==> config.mk <==
export PLATFORM = sky130hd
export DESIGN_NAME = fetch_aligner
export DESIGN_NICKNAME = d
export VERILOG_FILES = /design/src/rtl/rv32i_types.sv /design/src/rtl/rvc_expander.sv /design/src/rtl/fetch_aligner.sv
export SDC_FILE = /design/constraint.sdc
export NUM_CORES = 1
export LEC_CHECK = 0
export CORE_MARGIN = 3
export CORE_UTILIZATION = 56
export CTS_CLUSTER_SIZE = 12
export DETAILED_ROUTE_END_ITERATION = 10
export PLACE_DENSITY = 0.95
export SLEW_MARGIN = 15
export SYNTH_ARGS = -nofsm -noshare
export SYNTH_HDL_FRONTEND = slang
export SYNTH_SLANG_ARGS = --single-unit
==> constraint.sdc <==
create_clock -name clk -period 8.2 [get_ports clk]
set_clock_uncertainty 0.2 [all_clocks]
set_input_delay 1.64 -clock clk [delete_from_list [all_inputs] [get_ports clk]]
set_output_delay 1.64 -clock clk [all_outputs]
set_load 0.02 [all_outputs]
==> src/rtl/rv32i_types.sv <==
// rv32i_types: shared RV32I/RVC types, opcode enum and instruction encoders.
package rv32i_types;
  typedef logic [15:0] rv32i_half;
  localparam logic [31:0] RVC_ILLEGAL = 32'h0000_0000;
  typedef enum logic [4:0] {
    C0_ADDI4SPN = 5'b000_00,
    C0_LW = 5'b010_00,
    C0_SW = 5'b110_00,
    C1_ADDI = 5'b000_01,
    C1_JAL = 5'b001_01,
    C1_LI = 5'b010_01,
    C1_LUI = 5'b011_01,
    C1_MISC = 5'b100_01,
    C1_J = 5'b101_01,
    C1_BEQZ = 5'b110_01,
    C1_BNEZ = 5'b111_01,
    C2_SLLI = 5'b000_10,
    C2_LWSP = 5'b010_10,
    C2_JR_MV_ADD = 5'b100_10,
    C2_SWSP = 5'b110_10
  } rv32ic_opcode;
  function automatic logic [31:0] enc_r(logic [6:0] f7, logic [4:0] rs2, logic [4:0] rs1,
                                        logic [2:0] f3, logic [4:0] rd, logic [6:0] op);
    return {f7, rs2, rs1, f3, rd, op};
  endfunction
  function automatic logic [31:0] enc_i(logic [11:0] imm, logic [4:0] rs1, logic [2:0] f3,
                                        logic [4:0] rd, logic [6:0] op);
    return {imm, rs1, f3, rd, op};
  endfunction
  function automatic logic [31:0] enc_s(logic [11:0] imm, logic [4:0] rs2, logic [4:0] rs1,
                                        logic [2:0] f3, logic [6:0] op);
    return {imm[11:5], rs2, rs1, f3, imm[4:0], op};
  endfunction
  function automatic logic [31:0] enc_b(logic [12:1] imm, logic [4:0] rs2, logic [4:0] rs1,
                                        logic [2:0] f3, logic [6:0] op);
    return {imm[12], imm[10:5], rs2, rs1, f3, imm[4:1], imm[11], op};
  endfunction
  function automatic logic [31:0] enc_u(logic [19:0] imm, logic [4:0] rd, logic [6:0] op);
    return {imm, rd, op};
  endfunction
  function automatic logic [31:0] enc_j(logic [20:1] imm, logic [4:0] rd, logic [6:0] op);
    return {imm[20], imm[10:1], imm[11], imm[19:12], rd, op};
  endfunction
endpackage

==> src/rtl/rvc_expander.sv <==
// rvc_expander: combinational RV32C to RV32I expansion; reserved/illegal encodings give RVC_ILLEGAL.
module rvc_expander
  import rv32i_types::*;
(
  input  logic [15:0] i_c,
  output logic [31:0] o_ir
);
  rv32ic_opcode w_op;
  logic [4:0] w_rd, w_rs2, w_rs1p, w_rs2p;
  logic [11:0] w_imm6, w_imm16sp, w_lw_off;
  logic [9:0] w_nzuimm;
  logic [12:1] w_bimm;
  logic [20:1] w_jimm;
  logic [2:0] w_alu_f3;
  assign w_op = rv32ic_opcode'({i_c[15:13], i_c[1:0]});
  assign w_rd = i_c[11:7];
  assign w_rs2 = i_c[6:2];
  assign w_rs1p = {2'b01, i_c[9:7]};
  assign w_rs2p = {2'b01, i_c[4:2]};
  assign w_imm6 = {{6{i_c[12]}}, i_c[12], i_c[6:2]};
  assign w_imm16sp = {{2{i_c[12]}}, i_c[12], i_c[4:3], i_c[5], i_c[2], i_c[6], 4'b0};
  assign w_lw_off = {5'b0, i_c[5], i_c[12:10], i_c[6], 2'b00};
  assign w_nzuimm = {i_c[10:7], i_c[12:11], i_c[5], i_c[6], 2'b00};
  assign w_bimm = {{5{i_c[12]}}, i_c[6:5], i_c[2], i_c[11:10], i_c[4:3]};
  assign w_jimm = {{10{i_c[12]}}, i_c[8], i_c[10:9], i_c[6], i_c[7], i_c[2], i_c[11], i_c[5:3]};
  assign w_alu_f3 = i_c[6:5] == 2'b00 ? 3'b000 : i_c[6:5] == 2'b01 ? 3'b100 :
                    i_c[6:5] == 2'b10 ? 3'b110 : 3'b111;
  always_comb begin
    o_ir = RVC_ILLEGAL;
    case (w_op)
      C0_ADDI4SPN: if (w_nzuimm != 10'd0) o_ir = enc_i({2'b0, w_nzuimm}, 5'd2, 3'b000, w_rs2p, 7'h13);
      C0_LW: o_ir = enc_i(w_lw_off, w_rs1p, 3'b010, w_rs2p, 7'h03);
      C0_SW: o_ir = enc_s(w_lw_off, w_rs2p, w_rs1p, 3'b010, 7'h23);
      C1_ADDI: o_ir = enc_i(w_imm6, w_rd, 3'b000, w_rd, 7'h13);
      C1_JAL: o_ir = enc_j(w_jimm, 5'd1, 7'h6f);
      C1_LI: o_ir = enc_i(w_imm6, 5'd0, 3'b000, w_rd, 7'h13);
      C1_LUI: begin
        if (w_rd == 5'd2) begin
          if (w_imm16sp != 12'd0) o_ir = enc_i(w_imm16sp, 5'd2, 3'b000, 5'd2, 7'h13);
        end else if ({i_c[12], i_c[6:2]} != 6'd0) begin
          o_ir = enc_u({{14{i_c[12]}}, i_c[12], i_c[6:2]}, w_rd, 7'h37);
        end
      end
      C1_MISC: begin
        case (i_c[11:10])
          2'b00: if (!i_c[12]) o_ir = enc_i({7'b0, i_c[6:2]}, w_rs1p, 3'b101, w_rs1p, 7'h13);
          2'b01: if (!i_c[12]) o_ir = enc_i({7'b0100000, i_c[6:2]}, w_rs1p, 3'b101, w_rs1p, 7'h13);
          2'b10: o_ir = enc_i(w_imm6, w_rs1p, 3'b111, w_rs1p, 7'h13);
          default: if (!i_c[12]) o_ir = enc_r(i_c[6:5] == 2'b00 ? 7'h20 : 7'h00, w_rs2p, w_rs1p,
                                              w_alu_f3, w_rs1p, 7'h33);
        endcase
      end
      C1_J: o_ir = enc_j(w_jimm, 5'd0, 7'h6f);
      C1_BEQZ: o_ir = enc_b(w_bimm, 5'd0, w_rs1p, 3'b000, 7'h63);
      C1_BNEZ: o_ir = enc_b(w_bimm, 5'd0, w_rs1p, 3'b001, 7'h63);
      C2_SLLI: if (!i_c[12]) o_ir = enc_i({7'b0, i_c[6:2]}, w_rd, 3'b001, w_rd, 7'h13);
      C2_LWSP: if (w_rd != 5'd0) o_ir = enc_i({4'b0, i_c[3:2], i_c[12], i_c[6:4], 2'b00}, 5'd2, 3'b010, w_rd, 7'h03);
      C2_JR_MV_ADD: begin
        if (!i_c[12])
          o_ir = w_rs2 != 5'd0 ? enc_r(7'h00, w_rs2, 5'd0, 3'b000, w_rd, 7'h33) :
                 w_rd != 5'd0 ? enc_i(12'd0, w_rd, 3'b000, 5'd0, 7'h67) : RVC_ILLEGAL;
        else
          o_ir = w_rs2 != 5'd0 ? enc_r(7'h00, w_rs2, w_rd, 3'b000, w_rd, 7'h33) :
                 w_rd != 5'd0 ? enc_i(12'd0, w_rd, 3'b000, 5'd1, 7'h67) : 32'h0010_0073;
      end
      C2_SWSP: o_ir = enc_s({4'b0, i_c[8:7], i_c[12:9], 2'b00}, w_rs2, 5'd2, 3'b010, 7'h23);
      default: o_ir = RVC_ILLEGAL;
    endcase
  end
endmodule

==> src/rtl/fetch_aligner.sv <==
// fetch_aligner: word-to-instruction aligner with redirect flush; define RVC_EXPAND_EN to
// expand compressed instructions to RV32I via rvc_expander, otherwise they are output raw.
module fetch_aligner
  import rv32i_types::*;
#(
  parameter logic [31:0] RESET_PC = 32'h0000_0060
) (
  input  logic        clk,
  input  logic        rst,
  input  logic        fw_valid,
  output logic        fw_ready,
  input  logic [31:0] fw_addr,
  input  logic [31:0] fw_data,
  input  logic        redirect,
  input  logic [31:0] redirect_pc,
  output logic        ir_valid,
  input  logic        ir_ready,
  output logic [31:0] ir,
  output logic [31:0] ir_pc,
  output logic        ir_compressed
);
  // Halfword i lives in r_buf[16*i +: 16]; halfwords at or above r_cnt are kept zero.
  logic [63:0] r_buf;
  logic [2:0]  r_cnt;
  logic [31:0] r_head_pc;
  logic [29:0] r_expect;
  logic        r_skip_lo;
  rv32i_half   w_h0;
  logic        w_is32, w_fire, w_acc, w_unused;
  logic [1:0]  w_cons, w_app;
  logic [2:0]  w_sh_cnt;
  logic [63:0] w_app_data, w_nbuf;
  logic [31:0] w_c_ir;
  assign w_h0 = r_buf[15:0];
  assign w_is32 = w_h0[1:0] == 2'b11;
  assign ir_valid = w_is32 ? r_cnt >= 3'd2 : r_cnt != 3'd0;
  assign ir_compressed = r_cnt != 3'd0 && !w_is32;
  assign ir_pc = r_head_pc;
  assign ir = r_cnt == 3'd0 ? 32'h0 : w_is32 ? r_buf[31:0] : w_c_ir;
`ifdef RVC_EXPAND_EN
  rvc_expander u_rvc (.i_c(w_h0), .o_ir(w_c_ir));
`else
  assign w_c_ir = {16'h0, w_h0};
`endif
  assign fw_ready = !rst && !redirect && r_cnt <= 3'd2;
  assign w_fire = ir_valid && ir_ready;
  assign w_acc = fw_valid && fw_ready && fw_addr[31:2] == r_expect;
  assign w_cons = !w_fire ? 2'd0 : w_is32 ? 2'd2 : 2'd1;
  assign w_app = !w_acc ? 2'd0 : r_skip_lo ? 2'd1 : 2'd2;
  assign w_sh_cnt = r_cnt - {1'b0, w_cons};
  assign w_app_data = !w_acc ? 64'h0 : r_skip_lo ? {48'h0, fw_data[31:16]} : {32'h0, fw_data};
  // Consume from the bottom first, then append above what remains.
  assign w_nbuf = (r_buf >> {w_cons, 4'b0}) | (w_app_data << {w_sh_cnt, 4'b0});
  assign w_unused = ^{fw_addr[1:0], redirect_pc[0]};
  always_ff @(posedge clk) begin
    if (rst) begin
      r_buf <= 64'h0;
      r_cnt <= 3'd0;
      r_head_pc <= RESET_PC;
      r_expect <= RESET_PC[31:2];
      r_skip_lo <= RESET_PC[1];
    end else if (redirect) begin
      r_buf <= 64'h0;
      r_cnt <= 3'd0;
      r_head_pc <= {redirect_pc[31:1], 1'b0};
      r_expect <= redirect_pc[31:2];
      r_skip_lo <= redirect_pc[1];
    end else begin
      r_buf <= w_nbuf;
      r_cnt <= w_sh_cnt + {1'b0, w_app};
      if (w_fire) r_head_pc <= r_head_pc + (w_is32 ? 32'd4 : 32'd2);
      if (w_acc) begin
        r_expect <= r_expect + 30'd1;
        r_skip_lo <= 1'b0;
      end
    end
  end
endmodule

==> results of run 1 <==
==> synthesized netlist by cell type (6+ instances only) <==
cell,count,area share (%)
o22ai_1,24,1.9
nor3_1,22,1.4
dfxtp_1,129,33
a211oi_1,20,1.9
a21oi_1,75,4.8
o21a_1,7,0.67
xor2_1,19,2.1
mux2_2,9,1.3
or3_1,6,0.48
a22oi_1,9,0.87
and3_1,23,1.8
a22o_1,29,3.3
nand3_1,24,1.5
nand4_1,36,2.9
a31oi_1,48,3.8
nor4_1,14,1.1
clkbuf_1,65,3.1
buf_2,8,0.51
nand2_1,117,5.6
mux2i_1,25,3.2
o21ai_0,36,2.3
xnor2_1,45,5.1
nor2_1,78,3.8
inv_1,24,1.2
and2_1,24,1.9
==> registers in the layout (all words and copies together) (netlist names) <==
signal / count
r_cnt: 3
r_skip_lo: 1
ir_pc: 31
r_buf: 64
r_expect: 30
==> worst paths after layout <==
| kind | startpoint | endpoint | slack, ns | cells past startpoint |
|---|---|---|---|---|
| setup reg to reg | r_cnt[2] | r_buf[42] | 3.08 | 9 |
| hold reg to reg | r_buf[58] | r_buf[58] | 0.29 | 2 |
| setup / recovery | rst | fw_ready | 2.19 | 6 |
| hold / removal | r_buf[58] | r_buf[58] | 0.29 | 2 |
==> through the flow <==
step / power (uW) / setup WS, ns / area, um^2 / hold WS [ns]
floorplan: 785 / 3.73 / 7800 / 0.246
global placement: 885 / 2.31 / 9430 / 0.256
detailed placement: 890 / 2.27 / 9430 / 0.275
CTS: 1650 / 2.27 / 10000 / 0.288
global route: 1690 / 2.12 / 10000 / 0.304
finish: 1660 / 2.19 / 10000 / 0.291
==> cells by family after synthesis <==
group                      share of synthesized area (%)
AOI/OAI and AO/OA                                   24.6
xor gates and xnor gates                            7.19
adders and majority gates                           1.57
buffers and inverters                               5.52
DFF                                                 33.1
muxes                                               4.51
other                                             0.0481
and+or+nand+nor                                     23.4
==> worst register-to-register path: cells and delay by family, from the launching register on <==
kind,cells,cell delay [ns]
fa+ha+maj,2,1.23
compound gates,1,0.22
flops,1,0.36
buf+inv,1,0.19
simple gates,5,2.86
==> layout by cell type (no fill, tap or decap), types with 23 or more instances in the layout <==
master	instances
inv_1	23
mux2i_1	25
dfxtp_1	129
nand3_1	24
and2_1	24
o21ai_0	36
a21oi_1	75
xnor2_1	45
clkdlybuf4s50_1	163
nand4_1	36
a31oi_1	48
and3_1	23
nor2_1	78
nand2_1	117
a22o_1	29
o22ai_1	24
==> report_power, final <==
| group | internal (uW) | leakage, uW | switching (uW) |
|---|---|---|---|
| sequential | 647 | 0.00105 | 30.5 |
| clock | 474 | 0.000294 | 298 |
| combinational | 105 | 0.00220 | 104 |
| total | 1230 | 0.00355 | 432 |
==> layer usage <==
layer	vias up	global-route usage [%]	wire, um
li1	3912	-	-
met1	4035	41.3	9670
met2	717	56.0	12500
met3	147	7.49	3010
met4	0	17.5	1260
met5	-	0	0
==> area by class of cell <==
type                            instances  area share (%)
Clock inverter                         11            1.30
Timing Repair Buffer                  178            17.4
Inverter                               24           0.897
Tap cell                              176            2.19
Clock buffer                           21            4.69
Multi-Input combinational cell        769            47.8
Sequential cell                       129            25.7
==> results.rst, run 1 <==
.. list-table::
   :header-rows: 1

   * - Metric
     - Value
   * - Result of the run
     - finished clean
   * - Final Critical Period
     - 6.01 ns
   * - Share of synthesized registers carrying an async set or reset
     - 0%
   * - Slew headroom
     - 25.7%
   * - Synth Warn #
     - 0
   * - CP bufs+invs
     - 4
   * - CTS Hold Bufs
     - 0
   * - CP top delay family
     - buffers and inverters
   * - CP max FO
     - 52
   * - Full die area
     - 15400 um^2
   * - Footprint of the multi-input gates
     - 4800 um^2
   * - Final-layout fill cell count
     - 879
   * - Number of top-level design ports
     - 168
   * - Clock tree from TritonCTS
     - done
   * - Final setup violating endpoints
     - 0
   * - Dominant register cell in the synthesized netlist
     - dfxtp_1
   * - Antenna diode instance count
     - 0
   * - TritonCTS Sinks
     - 129
   * - Post-route non-filler standard cell count
     - 1308
   * - Buffer depth of the longest clock path
     - 2
   * - Total GRT Usage
     - 33.9%
   * - Fin crit share
     - 73.2%
   * - Leakage Power
     - 0.00355 uW
   * - 1st-pass router iterations
     - 6
   * - Worst endpoint required time
     - 6.36 ns
   * - Clock buffers created by TritonCTS
     - 17
   * - Worst Setup Path Type
     - in -> out
   * - Max rail drop VDD
     - 130 uV
   * - Routed Antenna Nets
     - 0
   * - Slowest Stage Delay on Critical Path
     - 0.70 ns
   * - Sequential share of the synthesized area
     - 33.1%
   * - Max frequency
     - 0.166 GHz
   * - Aggregate global routing overflow
     - 0
   * - Nets
     - 1228
   * - Area growth from synthesis to layout
     - 28.7%
   * - Cell count after placement
     - 1276
   * - HPWL Detailed
     - 17.3 mm
   * - Post-CTS repair timing setup buffer count
     - 0
   * - Starting density of the core
     - 58.0%
   * - Number of buffer cells added on primary ports
     - 163
   * - Worst min-delay path class
     - reg -> reg
   * - Worst-path clk slew
     - 0.06 ns
   * - Area of the placeable core
     - 13500 um^2
   * - Final Slew Violations
     - 0
   * - Root Buffer
     - clkbuf_16
   * - Number of nets produced by synthesis
     - 1113
   * - Synth cell types
     - 67
   * - Final hold vios
     - 0
   * - Setup TNS after final layout
     - 0 ns
   * - Global-route wire length before repair
     - 41.4 mm
   * - Rows
     - 42
   * - Total wire length after detailed routing
     - 26.4 mm
   * - Fraction of final layout cells sized beyond drive strength 1
     - 6.10%
   * - Critical path arrival
     - 4.17 ns
   * - Number of enable flip-flop cells after synthesis
     - 0
   * - Netlist Area Pre-Place
     - 7800 um^2
   * - Largest net degree at the start of global routing
     - 56
   * - Slew of the pin with the lowest slew margin
     - 1.11 ns
   * - Seq cells post-synth
     - 129
   * - Antenna violations before repair
     - 0
   * - Violation count after the first detailed-routing iteration
     - 1501
   * - Post-synthesis instance total
     - 1004
   * - Via density per instance
     - 6.74
   * - Deepest level of the CTS H-tree
     - 4
   * - Worst-path cell chain
     - clkdlybuf4s50_1 -> buf_4 -> or2_2 -> buf_4 -> a211oi_2 -> clkdlybuf4s50_1
   * - Synthesized area per cell
     - 7.77 um^2
   * - Height of the die
     - 124 um
   * - Routed wire length per instance
     - 20.2 um
   * - Unrepaired setup endpoints after global routing
     - no
   * - GPL Wtd Cong
     - 0.930
   * - Pwr per Cell Area
     - 165 nW/um^2
   * - Area taken by flip-flops and latches
     - 2580 um^2
   * - Die outline width
     - 124 um
   * - Cell at the slowest stage of the critical path
     - clkdlybuf4s50_1
   * - Max-cap violations
     - 0
   * - Via count of the first global-routing pass
     - 8265
   * - Total number of vias
     - 8811
   * - CP startpoint kind
     - primary input
   * - Post-cts sizing count
     - 0
   * - Type of element capturing the critical path
     - primary output
   * - Worst skew pair latency
     - 0.42 ns
   * - Drt drc
     - 0
   * - Final core utilization
     - 74.6%
No activity file was read; power rests on OpenSTA's default activity.
==> run 2: changes to the inputs <==
--- a/config.mk
+++ b/config.mk
@@ -6,10 +6,10 @@
 export NUM_CORES = 1
 export LEC_CHECK = 0
 export CORE_MARGIN = 3
-export CORE_UTILIZATION = 56
+export CORE_UTILIZATION = 47
 export CTS_CLUSTER_SIZE = 12
 export DETAILED_ROUTE_END_ITERATION = 10
-export PLACE_DENSITY = 0.95
+export PLACE_DENSITY = 0.89
 export SLEW_MARGIN = 15
 export SYNTH_ARGS = -nofsm -noshare
 export SYNTH_HDL_FRONTEND = slang
==> constraint.sdc (replaced) <==
create_clock -name clk -period 5 [get_ports clk]
set_clock_uncertainty 0.2 [all_clocks]
set_input_delay 1 -clock clk [delete_from_list [all_inputs] [get_ports clk]]
set_output_delay 1 -clock clk [all_outputs]
set_load 0.02 [all_outputs]
==> results.rst, run 2 (synthesis gave the netlist of run 1 again) <==
.. list-table::
   :header-rows: 1

   * - Metric
     - Value
   * - Final instance area
     - 10100 um^2
   * - Sw frac
     - 26.4%
   * - Total GRT Usage
     - 28.1%
   * - Root Buffer
     - clkbuf_16
   * - 1st-pass router iterations
     - 7
   * - Max FFs per register
     - 64
   * - Post-CTS repair timing setup buffer count
     - 0
   * - Buffer depth of the longest clock path
     - 2
   * - Max-cap violations
     - 0
   * - Most heavily used metal layer in global routing
     - met2
   * - Worst min-delay path class
     - reg -> reg
   * - Via count of the first global-routing pass
     - 8028
   * - HPWL Detailed
     - 17.5 mm
   * - Routed wire length per instance
     - 19.4 um
   * - Total wire length after detailed routing
     - 26.2 mm
   * - Routing usage on met3
     - 7.27%
   * - Full die area
     - 18200 um^2
   * - Fraction of final layout cells sized beyond drive strength 1
     - 6.33%
   * - Number of top-level design ports
     - 168
   * - CP max FO
     - 18
   * - Most common cell after layout, fill and taps aside
     - clkdlybuf4s50_1
   * - Via density per instance
     - 6.33
   * - Leakage Power
     - 0.00356 uW
   * - Antenna diode instance count
     - 0
   * - Setup TNS after final layout
     - 0 ns
   * - Routed Antenna Nets
     - 0
   * - CP startpoint kind
     - primary input
   * - Nets
     - 1234
   * - Final core utilization
     - 63.0%
   * - Worst skew pair latency
     - 0.43 ns
   * - Starting density of the core
     - 48.6%
   * - Critical path arrival
     - 4.23 ns
   * - Violation count after the first detailed-routing iteration
     - 1028
   * - Footprint of the multi-input gates
     - 4790 um^2
   * - Total number of vias
     - 8571
   * - Max frequency
     - 0.244 GHz
   * - Area growth from synthesis to layout
     - 29.7%
   * - Height of the die
     - 135 um
   * - Slew headroom
     - 33.6%
   * - Highest-count cells in the layout ignoring fill and taps
     - clkdlybuf4s50_1 (163), dfxtp_1 (129), nand2_1 (117), nor2_1 (78), a21oi_1 (75)
   * - Sequential cell fraction of total power
     - 41.3%
   * - Depth of the most critical reg-to-reg path
     - 11
   * - Register bank with the most flops
     - r_buf
   * - Area taken by flip-flops and latches
     - 2580 um^2
   * - Max rail drop VDD
     - 261 uV
   * - Clock buffers created by TritonCTS
     - 17
   * - Unrepaired setup endpoints after global routing
     - no
   * - Aggregate global routing overflow
     - 0
   * - CTS Hold Bufs
     - 0
   * - Drt drc
     - 0
   * - Antenna violations before repair
     - 0
   * - Deepest level of the CTS H-tree
     - 4
   * - Area of the placeable core
     - 16100 um^2
   * - Worst-path clk slew
     - 0.06 ns
   * - Power share of the clock group
     - 46.0%
   * - Final-layout fill cell count
     - 1301
   * - Rows
     - 46
   * - Final Slew Violations
     - 0
   * - Type of element capturing the critical path
     - flip-flop
   * - Worst Setup Path Type
     - in -> reg
   * - Psw
     - 708 uW
   * - Final setup violating endpoints
     - 0
   * - Total placed instance area
     - 9540 um^2
   * - Global-route wire length before repair
     - 40.9 mm
   * - Post-cts sizing count
     - 0
   * - Met2 layer usage reported by global route
     - 46.0%
   * - Final Critical Period
     - 4.10 ns
   * - Pwr per Cell Area
     - 266 nW/um^2
   * - Number of buffer cells added on primary ports
     - 163
   * - Clock tree from TritonCTS
     - done
   * - Combinational fraction of design power
     - 12.7%
   * - Min-Delay Path Depth
     - 2
   * - GPL Wtd Cong
     - 0.911
   * - Result of the run
     - finished clean
   * - Worst endpoint required time
     - 5.13 ns
   * - TritonCTS Sinks
     - 129
   * - Internal power of the cells
     - 1980 uW
   * - Fin crit share
     - 82.0%
   * - Met1 Resource Use GR
     - 34.8%
   * - Final hold vios
     - 0
   * - Slew of the pin with the lowest slew margin
     - 0.986 ns
   * - Die outline width
     - 135 um
   * - Largest net degree at the start of global routing
     - 54
==> run 2: changes by cell type in the layout (fill, tap and decap cells not counted) <==
cell        previous run  this run
nor3_1                21        22
nor3_2                 2         1
buf_4                 15        20
buf_12                 0         1
nor4_2                 1         0
nor4_1                13        14
clkinvlp_4             1         4
clkbuf_8               3         1
clkinv_4               5         3
==> run 2: critical path, stage by stage <==
cell and delay [ns]:
clkdlybuf4s50_1 0.44, nand3_1 0.09, buf_4 0.27, inv_1 0.12
ha_1 0.21, fa_1 0.39, xnor2_1 0.30, and4_1 0.48
nand2_1 0.55, o22ai_1 0.39
==> run 2: per-stage QoR <==
| step | setup WS, ns | total power, uW | std cells | hold slack [ns] |
|---|---|---|---|---|
| final | 0.898 | 2690 | 1353 | 0.281 |
| after global routing | 0.749 | 2760 | 1353 | 0.308 |
| after CTS | 0.991 | 2680 | 1353 | 0.279 |
| after detailed placement | 0.623 | 1460 | 1322 | 0.267 |
| after global placement | 0.728 | 1450 | 1322 | 0.258 |
| after floorplan | 1.17 | 1290 | 1004 | 0.246 |
==> run 2: path summary, 6_finish.rpt <==
check / start / to / slack (ns)
min reg2reg: r_buf[53] / r_buf[53] / 0.28
min: r_buf[53] / r_buf[53] / 0.28
max reg2reg: r_cnt[0] / r_buf[27] / 0.91
max: ir_ready / r_buf[27] / 0.90
==> run 2: layout make-up <==
cell class | count | area share, %
Sequential cell | 129 | 25.5
Timing Repair Buffer | 184 | 17.8
Clock inverter | 12 | 1.34
Tap cell | 216 | 2.67
Clock buffer | 19 | 4.38
Inverter | 24 | 0.891
Multi-Input combinational cell | 769 | 47.4
==> run 2: power by group through the flow <==
stage / clock, uW / sequential [uW] / combinational [uW]
6_report: 1240 / 1110 / 341
5_1_grt: 1280 / 1110 / 364
4_1_cts: 1230 / 1110 / 337
3_5_place_dp: 0 / 1130 / 334
3_3_place_gp: 0 / 1130 / 326
2_1_floorplan: 0 / 1130 / 156
==> run 2: layer usage <==
layer,share of wire (%),up-vias
met3,12,78
met4,3.2,0
li1,-,3923
met2,47,638
met5,0,-
met1,38,3932
==> RTL change 1: new RTL, settings of run 2 <==
Build with the macro `RVC_EXPAND_EN` defined.
--- a/src/rtl/fetch_aligner.sv
+++ b/src/rtl/fetch_aligner.sv
@@ -1,5 +1,7 @@
 // fetch_aligner: word-to-instruction aligner with redirect flush; define RVC_EXPAND_EN to
 // expand compressed instructions to RV32I via rvc_expander, otherwise they are output raw.
+`define RVC_EXPAND_EN
+
 module fetch_aligner
   import rv32i_types::*;
 #(
Behaviour: not the same (a bounded check fails within 4 cycles, from zero or initial values and one cycle with rst high).
==> RTL change 1 against run 2 <==
First-iteration DRC count increased by 35%. Sequential cell count unchanged. Worst hold slack got worse by 0.017 ns. Clock power increased by 10%. Combinational power increased by 4%. Sequential power about the same. Setup slack got worse by 0.65 ns. Non-clock buffer count increased by 24. Maximum frequency decreased by 14%. Cell area increased by 19%. Total power increased by 5.6%. Via count increased by 31%. Routed wire length increased by 37%. Synthesized area increased by 22%. Largest cell class unchanged. Largest power group unchanged.
==> RTL change 1: results (changes against run 2) <==
===========================================================================
Run status                                                     finished, final reports clean
Min-delay src                                                  r_buf[61]$_SDFF_PP0_
Fraction of final layout cells sized beyond drive strength 1          8.01%   +1.7 points
Clock insertion delay at the later pin of the skew report           0.43 ns   about the same
Share of the yosys chip area belonging to registers                   27.0%   -6.1 points
GR met1 Demand/Resource                                               39.8%   +5.0 points
Type of the most critical hold path                              reg -> reg
Met2 GRT Util                                                         51.7%   +5.7 points
Leak Pwr                                                            4.39 nW   +24%
Final net count                                                        1556   +26%
Initial antenna violation count                                           1   +1
Fmax                                                                210 MHz   -14%
Crit path to                                                          ir[1]
Count of cell types in the netlist                                       79   +18%
Max stage delay cell, worst path                               sky130_fd_sc_hd__nor4_1
Global-route total usage across every layer                           31.5%   +3.5 points
Vias in the first global route                                        10700   +33%
Violation count after the first detailed-route iteration               1383   +35%
Wire length the detailed router placed on met1                     13800 um   +40%
Vias after detailed routing                                           11300   +31%
Syn Area/Cell                                                      7.18 um2   -7.6%
Maximum single-stage delay on the critical path                     0.66 ns   +0.11 ns
R2r endpoint                                                   r_buf[40]$_SDFF_PP0_
Half-perimeter wire length of the detailed placement result        25700 um   +47%
Biggest area contributors in the synthesized netlist           sky130_fd_sc_hd__dfxtp_1 27%, sky130_fd_sc_hd__nand2_1 7.8%, sky130_fd_sc_hd__a21oi_1 4.3%
Worst slack at placement                                           0.750 ns   +0.127 ns
Synth warnings                                                            0   unchanged
Crit path from                                                 r_buf[3]$_SDFF_PP0_
IR Drop Worst-Case VDD                                             0.243 mV   -7.0%
Met2 Routed Length                                                 16700 um   +34%
Number of placed instances with taps included                          1693   +28%
R2r setup slk                                                       0.98 ns   +0.07 ns
Reg2Reg Launch Point                                           r_buf[0]$_SDFF_PP0_
Leading cell types by count after synthesis                    198 x sky130_fd_sc_hd__nand2_1, 129 x sky130_fd_sc_hd__dfxtp_1, 98 x sky130_fd_sc_hd__nor2_1
Number of detailed-route iterations in the first pass                     6   -1
First-pass GRT wire length                                         56500 um   +38%
Actual transition at the worst max-transition pin                   1.12 ns   +0.137 ns
Final weighted congestion in routability-driven placement              1.02   +12%
Worst slack on hold paths                                          0.264 ns   -0.0165 ns
Final WL                                                           36100 um   +37%
Pin count of the biggest net entering global routing                     66   +22%
Grt met3 use                                                          8.38%   +1.1 points
Largest fanout of any net on the critical path                            7   -11
Met3 wire len                                                       4260 um   +36%
Endpoint, Worst Hold                                           r_buf[61]$_SDFF_PP0_
Ratio of routed vias to standard cells                                 6.53   +3.0%
Cell depth of the worst flop-to-flop path                                12   +1
Arr. time, crit path                                                3.55 ns   -0.68 ns
Area of placed instances                                          11400 um2   +20%
Syn Nets                                                               1440   +29%
===========================================================================
-- RTL change 1: cell type report --
cell class	count	area, um2
flip-flops and latches	129	2580
clock buffers	21	460
diodes	1	2.50
multi-input cells	1055	6390
inverters	36	135
repair buffers	208	1970
fillers	1679	7670
well taps	265	332
clock inverters	11	179
-- RTL change 1: cell families (layout without fill, tap and decap cells) --
family,Yosys count,after routing,share of synthesized area [%]
other,1,2,0.0393
buffers and inverters,147,276,6.34
and+or+nand+nor,568,568,29.5
AOI/OAI and AO/OA,380,380,26.0
muxes,36,36,4.01
DFF,129,129,27.0
adders and majority gates,8,8,1.28
xor gates and xnor gates,62,62,5.76
-- RTL change 1: power breakdown --
group	leakage [nW]	switching (mW)	internal (mW)	total, mW
clock	0.304	0.502	0.866	1.37
combinational	3.04	0.178	0.177	0.355
sequential	1.05	0.0522	1.06	1.11
total	4.39	0.732	2.10	2.84
==> RTL change 2: new RTL, flow settings as in run 2 <==
Without the edit above. Reset style: asynchronous (`rst`), changed in one clocked block.
--- a/src/rtl/fetch_aligner.sv
+++ b/src/rtl/fetch_aligner.sv
@@ -52,7 +52,7 @@
   // Consume from the bottom first, then append above what remains.
   assign w_nbuf = (r_buf >> {w_cons, 4'b0}) | (w_app_data << {w_sh_cnt, 4'b0});
   assign w_unused = ^{fw_addr[1:0], redirect_pc[0]};
-  always_ff @(posedge clk) begin
+  always_ff @(posedge clk or posedge rst) begin
     if (rst) begin
       r_buf <= 64'h0;
       r_cnt <= 3'd0;
Check against the original RTL: differs if rst is asserted again (counterexample within 4 cycles, from zero or initial values and one cycle with rst high); with rst held inactive, the same outputs for 4 cycles.
==> RTL change 2 against run 2 <==
Routed wire length rose by 1.2%. First-iteration DRC count increased by 17%. Synthesized area up 4.4%. Via count is 2.8% lower. Sequential share of layout area rose by 5.0 points. Setup slack improved by 0.26 ns. Cell area grew 4.7%. Maximum frequency increased by 6.8%. Critical path depth decreased by 7. Sequential cell count stayed put. Die area rose by 4.2%. Largest cell class unchanged.
Power is not compared: it rests on default switching activity, and its combinational part moved more than twofold at a synthesized area within 25%.
==> RTL change 2: results (changes against run 2) <==
=========================================================================================
Reg2Reg Launch Point                                                         r_cnt[0]$_DFF_PP0_
Type of the most critical hold path                                            reg -> reg
Fraction of final layout cells sized beyond drive strength 1                        8.51%   +2.2 points
Min-delay src                                                                r_buf[54]$_DFF_PP0_
Final net count                                                                      1200   -2.8%
Worst slack at placement                                                         0.951 ns   +0.328 ns
Initial antenna violation count                                                         0   unchanged
First-pass GRT wire length                                                       41000 um   +0.30%
Half-perimeter wire length of the detailed placement result                      17800 um   +1.4%
Grt met3 use                                                                        6.57%   -0.69 points
Count of H-tree levels built during CTS                                                 4   unchanged
Global-route total usage across every layer                                         27.5%   -0.58 points
Clk pin slew, worst setup/hold paths                                              0.05 ns
Pin count of the biggest net entering global routing                                   81   +50%
Final weighted congestion in routability-driven placement                           0.935   +2.6%
Clock root buffer master                                                     sky130_fd_sc_hd__clkbuf_16
Number of input and output port buffers inserted                                      163   unchanged
Most flop-heavy register                                                            r_buf
Max stage delay cell, worst path                                             sky130_fd_sc_hd__clkdlybuf4s50_1
Quantity of gates resized following cts                                                 0   unchanged
Wire length the detailed router placed on met1                                   10600 um   +8.0%
Met2 GRT Util                                                                       42.1%   -3.9 points
Post CTS Setup Buffer Count                                                             0   unchanged
Clock insertion delay at the later pin of the skew report                         0.42 ns
Maximum single-stage delay on the critical path                                   0.70 ns   +0.15 ns
Gate family responsible for the most delay along the worst path              buffers and inverters
Proportion of register bits with asynchronous set or reset after synthesis           100%   +100 points
Share of the yosys chip area belonging to registers                                 39.7%   +6.6 points
GR met1 Demand/Resource                                                             37.3%   +2.6 points
Crit path from                                                                        rst
Vias in the first global route                                                       7907   -1.5%
Leak Pwr                                                                          4.34 nW
Highest metal used                                                                   met4
Count of cell types in the netlist                                                     65   -3.0%
Largest fanout of any net on the critical path                                          2   -16
Ratio of routed vias to standard cells                                               6.29   -0.76%
Run status                                                                   finished, final reports clean
Synth warnings                                                                          0   unchanged
Sequential group share of total power                                               32.6%
Arr. time, crit path                                                              2.64 ns   -1.59 ns
IR Drop Worst-Case VDD                                                           0.263 mV
Clock tree buffer depth                                                                 2   unchanged
Wire length per cell                                                              20.0 um   +3.4%
Violation count after the first detailed-route iteration                             1204   +17%
Actual transition at the worst max-transition pin                                0.886 ns   -0.101 ns
Power in the clock group                                                          1.31 mW
Total internal power                                                              2.58 mW
Met2 Routed Length                                                               12400 um   +0.22%
Number of detailed-route iterations in the first pass                                   6   -1
Largest register FFs                                                                   64   unchanged
Number of buffers created by CTS                                                       17   unchanged
Area of placed instances                                                         9960 um2   +4.4%
Met3 wire len                                                                     2770 um   -11%
Leading cell types by count after synthesis                                  125 x sky130_fd_sc_hd__dfrtp_1, 107 x sky130_fd_sc_hd__nand2_1, 87 x sky130_fd_sc_hd__nor2_1
Syn Nets                                                                             1061   -4.7%
Biggest area contributors in the synthesized netlist                         sky130_fd_sc_hd__dfrtp_1 38%, sky130_fd_sc_hd__nand2_1 4.9%, sky130_fd_sc_hd__xor2_1 4.1%
=========================================================================================
==> RTL change 2: layout make-up <==
class                      instances  area, um2
clock buffer                      18        429
antenna                            1       2.50
timing repair buffer             183       1800
sequential                       129       3230
inverter                          30        115
tap                              220        275
fill                            1330       6170
clock inverter                    14        191
multi-input combinational        730       4540
==> RTL change 2: cells by family after synthesis <==
kind of cell	after synthesis	synth area share, %
multiplexers	49	6.37
other	1	0.0460
XOR/XNOR	58	6.24
flip-flops	129	39.7
buffers and inverters	93	4.81
adder cells (fa/ha/maj)	8	1.51
AO/OA/AOI/OAI	245	19.3
AND/OR/NAND/NOR	369	22.0
==> RTL change 2: metrics by stage <==
stage / power (mW) / util [%] / std cells
3_3_place_gp: 2.69 / 59.4 / 1292
4_1_cts: 4.04 / 63.1 / 1324
6_report: 4.09 / 63.2 / 1325
3_5_place_dp: 2.73 / 59.4 / 1292
5_1_grt: 4.25 / 63.2 / 1324
2_1_floorplan: 2.19 / - / 952
==> RTL change 2: final timing paths <==
kind / endpoint / slack, ns / depth (start not counted)
hold reg to reg: r_buf[54]$_DFF_PP0_ / 0.31 / 2
setup reg to reg: r_buf[43]$_DFF_PP0_ / 1.38 / 11
min in group asynchronous: r_expect[16]$_DFFE_PP0P_ / 0.94 / 2
setup / recovery: fw_ready / 1.16 / 3
max in group asynchronous: r_buf[55]$_DFF_PP0_ / 2.77 / 3
hold / removal: r_buf[54]$_DFF_PP0_ / 0.31 / 2
==> RTL change 2: worst register-to-register path, delay by kind of cell, from the launching register on <==
family                     cells  cell delay [ns]
xor gates and xnor gates       1             0.15
DFF                            1             0.45
adders and majority gates      2             0.57
and+or+nand+nor                4             1.36
buffers and inverters          3             0.61
AOI/OAI and AO/OA              1             0.20
